**src/rtl/regfile_scoreboard.sv**
```systemverilog
// regfile_scoreboard: multi-port register file with write-through forwarding and a
// pending-bit scoreboard that raises one decode stall for RAW, WAW and sync-drain hazards.
module regfile_scoreboard #(
  parameter int DATA_W = 32,
  parameter int ID_W   = 5,
  parameter int RPORTS = 2,
  parameter int WPORTS = 2
) (
  input  logic                     sys_clk,
  input  logic                     rst_n,
  input  logic                     is_stalling,
  input  logic [RPORTS*ID_W-1:0]   rd_id,
  input  logic [RPORTS-1:0]        rd_en,
  output logic [RPORTS*DATA_W-1:0] rd_data,
  input  logic [WPORTS-1:0]        wr_en,
  input  logic [WPORTS*ID_W-1:0]   wr_id,
  input  logic [WPORTS*DATA_W-1:0] wr_data,
  input  logic [WPORTS-1:0]        wr_clr,
  input  logic                     iss_valid,
  input  logic [ID_W-1:0]          iss_dst,
  input  logic                     iss_long,
  input  logic                     sync_req,
  output logic                     stall,
  output logic                     any_pending,
  output logic [ID_W:0]            pend_cnt
);
  localparam int NREGS = 2 ** ID_W;
  logic [DATA_W-1:0] regs_q [NREGS];
  logic [NREGS-1:0]  pend_q, pend_d, clr_now, eff_pend;
  logic              raw, waw, drain;
  always_comb begin
    clr_now = '0;
    for (int j = 0; j < WPORTS; j++)
      if (wr_en[j] && wr_clr[j]) clr_now[wr_id[j*ID_W +: ID_W]] = 1'b1;
    clr_now[0] = 1'b0;
  end
  // Completing writes hide their pending bit so the consumer proceeds on forwarded data.
  assign eff_pend = pend_q & ~clr_now;
  always_comb begin
    raw = 1'b0;
    for (int k = 0; k < RPORTS; k++)
      if (rd_en[k] && eff_pend[rd_id[k*ID_W +: ID_W]]) raw = 1'b1;
  end
  assign waw   = (iss_dst != '0) && eff_pend[iss_dst];
  assign drain = sync_req && (|eff_pend);
  assign stall = iss_valid && (raw || waw || drain);
  always_comb begin
    pend_d = eff_pend;
    if (iss_valid && !stall && iss_long && iss_dst != '0) pend_d[iss_dst] = 1'b1;
  end
  always_comb begin
    rd_data = '0;
    for (int k = 0; k < RPORTS; k++) begin
      rd_data[k*DATA_W +: DATA_W] = regs_q[rd_id[k*ID_W +: ID_W]];
      for (int j = 0; j < WPORTS; j++)
        if (wr_en[j] && wr_id[j*ID_W +: ID_W] == rd_id[k*ID_W +: ID_W] && rd_id[k*ID_W +: ID_W] != '0)
          rd_data[k*DATA_W +: DATA_W] = wr_data[j*DATA_W +: DATA_W];
    end
  end
  always_comb begin
    pend_cnt = '0;
    for (int r = 0; r < NREGS; r++) pend_cnt = pend_cnt + (ID_W+1)'(pend_q[r]);
  end
  assign any_pending = |pend_q;
  // Register 0 is cleared by reset and never written, so it always reads zero.
  always_ff @(posedge sys_clk) begin
    if (!rst_n) begin
      pend_q <= '0;
      for (int r = 0; r < NREGS; r++) regs_q[r] <= '0;
    end else if (!is_stalling) begin
      pend_q <= pend_d;
      for (int j = 0; j < WPORTS; j++)
        if (wr_en[j] && wr_id[j*ID_W +: ID_W] != '0) regs_q[wr_id[j*ID_W +: ID_W]] <= wr_data[j*DATA_W +: DATA_W];
    end
  end
endmodule

```
**config.mk**
```make
export PLATFORM = sky130hd
export DESIGN_NAME = regfile_scoreboard
export DESIGN_NICKNAME = d
export VERILOG_FILES = /design/src/rtl/regfile_scoreboard.sv
export SDC_FILE = /design/constraint.sdc
export NUM_CORES = 2
export LEC_CHECK = 0
export BUFFER_PORTS_ARGS = -buffer_cell sky130_fd_sc_hd__buf_2
export CAP_MARGIN = 10
export CELL_PAD_IN_SITES_DETAIL_PLACEMENT = 0
export CELL_PAD_IN_SITES_GLOBAL_PLACEMENT = 1
export CORE_ASPECT_RATIO = 1.25
export CORE_MARGIN = 4
export CORE_UTILIZATION = 49
export CTS_BUF_LIST = sky130_fd_sc_hd__clkbuf_16
export CTS_CLUSTER_DIAMETER = 200
export DETAILED_ROUTE_END_ITERATION = 16
export PLACE_DENSITY_LB_ADDON = 0.2
export REMOVE_ABC_BUFFERS = 1
export SYNTH_ARGS = -nofsm -noshare
export SYNTH_HDL_FRONTEND = slang
export SYNTH_SLANG_ARGS = --single-unit
```
**constraint.sdc**
```tcl
create_clock -name sys_clk -period 4.5 [get_ports sys_clk]
set_input_delay 0.225 -clock sys_clk [delete_from_list [all_inputs] [get_ports sys_clk]]
set_output_delay 0.225 -clock sys_clk [all_outputs]
set_load 0.05 [all_outputs]
```
==> qor_table.md <==
| Metric | This run | Unit |
|:---|:---|:---|
| Result of the run | finished with violations | - |
| Failing checks | setup timing | - |
| Portion of the clock cycle consumed by the worst path in the final layout | 122.9 | % |
| Detailed Place HPWL | 161400 | um |
| Synth unique cells | 79 | - |
| Power density relative to cell area | 352.3 | mW/mm^2 |
| Area delta synth->final | 11.79 | % |
| Proportion of netlist area held by the largest area contributor | 48.59 | % |
| Terminating pin of the worst hold path | pend_q[6] | - |
| Worst skew pair latency | 0.78 | ns |
| Synthesized area per cell | 14.54 | sq um |
| Die footprint | 0.1350 | sq mm |
| Gr ovfl total | 0 | - |
| Async S/R FF share, synth | 0 | % |
| Bufs on Longest Clock Path | 3 | - |
| Endpoint type of the worst setup path | output port | - |
| Detailed-route wire length per cell | 45.35 | um |
| Slack of the worst reg-to-reg path | 1.07 | ns |
| Worst setup SP type | register | - |
| Max Cap Viol | 0 | - |
| Number of cells on the worst reg-to-reg path | 11 | - |
| Launching point of the worst reg2reg path | pend_q[14] | - |
| Hold crit path type | input pin to register | - |
| Slew at the pin with the worst max-slew slack | 1.311 | ns |
| Slew headroom | 12.36 | % |
| Number of levels in the clock H-tree | 3 | - |
| Count of buffers from port buffering | 172 | - |
| Inserted Clock Buffers | 109 | - |
| # DRC | 0 | - |
| First-pass GRT wire length | 378900 | um |
| Critical-path maximum fanout | 2 | - |
| Placement Setup Slack | -0.4854 | ns |
| DRC marker count from the first detailed-route iteration | 8261 | - |
| Worst reg2reg endpoint | pend_q[4] | - |
| Peak Freq | 180.8 | MHz |
| Hold violation total from the final report | 0 | - |
| Mean number of vias per cell | 7.973 | - |
| Maximum number of pins on one net before global-route repair | 64 | - |
| Cell row count | 147 | - |
| Antenna violations before repair | 18 | - |
| Netlist area before placement | 0.06329 | sq mm |
| Number of instances on the worst hold path | 4 | - |
| Count of yosys warnings during synthesis | 0 | - |
| Fin. max-slew vios | 0 | - |
| Data required time of the worst path | 4.28 | ns |
| Worst-case vdd ir drop | 0.2948 | mV |
| Count of flip-flops with a built-in enable after synthesis | 1024 | - |
| Total of endpoints with negative setup slack in the final report | 6 | - |
| CTS tree | yes | - |
| Total number of vias | 48640 | - |
| Hold path startpoint | iss_valid | - |
| Static Leakage | 23.74 | nW |
| Leading cell types by total area after synthesis | edfxtp_1 (49%), mux4_2 (22%), a22o_1 (14%), clkbuf_1 (3.2%), mux2i_1 (1.5%) | - |
| Most common flop cell mapped by yosys | edfxtp_1 | - |
| CTS root buf | clkbuf_16 | - |
| Final wirelength | 276600 | um |
| Routability Congestion | 0.9279 | - |
| Data arrival time at the worst-slack endpoint | 5.30 | ns |
| RSZ-0062 raised after global routing | yes | - |
| Final worst clock skew | 0.01381 | ns |
| Residual antenna-violating net count after detailed routing | 0 | - |
| Via count of the first global-routing pass | 48040 | - |
| Share of post-route cells with drive strength above 1 | 31.91 | % |
| Core utilization of the finished layout | 55.11 | % |
| Fin Setup TNS | -5.112 | ns |
| Final net count | 4412 | - |
| Count of mapped cells out of synthesis | 4352 | - |
| Die X | 329.4 | um |
| Placeable Area | 0.1284 | sq mm |
| Smallest setup slack after layout | -1.030 | ns |
| Boundary Pins | 173 | - |
| Leading area contributor after synthesis | edfxtp_1 | - |
| All-layer global routing usage | 40.63 | % |
| Drt pass-1 iters | 8 | - |
| Clock Pin Slew Worst Setup and Hold Paths | 0.07 | ns |
| Initial Utilization | 49.30 | % |
| Number of synthesized register bits | 1056 | - |
| Total design power | 0.02493 | W |
| Filler cells | 10390 | - |
| Clock sinks | 1056 | - |
| Post-layout minimum cycle time | 5.530 | ns |
| Die Height | 409.8 | um |
| Worst setup path class | register to output port | - |
| Seq/Total Area, Yosys | 49.60 | % |
-- timing repair --
action                     4_1_cts  5_1_grt
pin swaps                       15       14
gates resized for setup         27        5
hold endpoints to repair         5        0
buffers inserted                 2        1
setup endpoints to repair        6        6
hold buffers                     4        0
-- cells by family (layout without fill, tap and decap cells) --
kind of cell,Yosys count,in the layout,synth area share [%]
muxes,727,727,23.96
xor gates and xnor gates,19,19,0.2629
adders and majority gates,32,32,0.9173
buffers and inverters,745,730,4.749
other,1,51,0.005925
and+or+nand+nor,466,466,3.652
DFF,1056,1056,49.60
AOI/OAI and AO/OA,1306,1306,16.85
-- synthesized netlist by cell type (12+ instances only) --
cell type,instances
dfxtp_1,32
o21ai_0,88
nor2b_1,16
clkbuf_8,12
nand2_1,130
mux2i_1,94
nor2_1,152
o221ai_1,48
nor4_1,24
o211ai_1,19
edfxtp_1,1024
xor2_1,12
o21ai_1,15
nor3_1,33
a211oi_1,15
nand4_1,19
inv_1,52
a21oi_1,88
nand3_1,21
a22o_1,978
a31oi_1,16
clkbuf_1,537
clkbuf_2,16
buf_1,110
fa_1,24
mux4_2,630
-- routing by layer --
layer	GRT usage [%]	share of wire [%]
met5	0.3261	0.044
met2	61.56	45
met4	29.49	8.7
met1	48.79	32
met3	13.22	14
-- metrics by stage --
step                instance area [sq um]  hold WS [ns]  cells
floorplan                           60600        0.3270   3691
global placement                    67060        0.5550   5875
detailed placement                  67060        0.5906   5875
CTS                                 70690       0.01869   6081
global route                        70720       0.06660   6086
finish                              70750       0.04159   6100
-- final cells by class --
class | count | area [sq um] | share of cell area, %
antenna | 19 | 47.55 | 0.06720
clock buffer | 110 | 2753 | 3.891
clock inverter | 90 | 750.7 | 1.061
inverter | 53 | 201.4 | 0.2847
multi-input combinational | 2582 | 29770 | 42.07
sequential | 1056 | 31400 | 44.38
tap | 1713 | 2143 | 3.029
timing repair buffer | 477 | 3691 | 5.217
-- flip-flops by register name, indices dropped and copies added (netlist names) --
| name | count |
|---|---|
| pend_q | 32 |
| regs_q | 1024 |
-- worst max path at each step --
stage / to / slack [ns] / cells after the start / start
finish: pend_cnt[4] / -1.03 / 16 / pend_q[11]
CTS: pend_cnt[4] / -1.22 / 16 / pend_q[3]
global route: pend_cnt[4] / -1.19 / 16 / pend_q[21]
detailed placement: pend_cnt[4] / -0.49 / 16 / pend_q[1]
global placement: pend_cnt[4] / -0.47 / 16 / pend_q[23]
floorplan: regs_q[4][10] / -1.69 / 6 / rst_n
-- where the power goes --
part	internal [W]	total (W)	switching [W]
registers	0.0113	0.0116	0.000269
clock network	0.00503	0.00923	0.00420
logic	0.00148	0.00412	0.00264
-- cells in the final DEF (no fill, tap or decap), types with 34 or more instances in the layout --
| master | n |
|---|---|
| mux4_2 | 630 |
| o21ai_0 | 88 |
| mux2i_1 | 94 |
| inv_1 | 57 |
| nand2_1 | 130 |
| nor2_1 | 108 |
| a21oi_1 | 86 |
| buf_12 | 34 |
| edfxtp_1 | 1024 |
| nor2_4 | 44 |
| buf_4 | 269 |
| clkbuf_16 | 110 |
| a22o_1 | 978 |
| buf_2 | 157 |
-- critical path, stage by stage, from the launching register on --
cell     delay (ns)
dfxtp_1        0.34
inv_1          0.06
fa_1           0.57
fa_1           0.45
fa_1           0.53
fa_1           0.44
fa_1           0.53
fa_1           0.43
inv_2          0.08
ha_4           0.13
inv_2          0.04
fa_2           0.33
inv_1          0.06
a21o_1         0.11
a21oi_2        0.05
xnor2_1        0.15
buf_4          0.22
(Power assumes the default switching activity.)
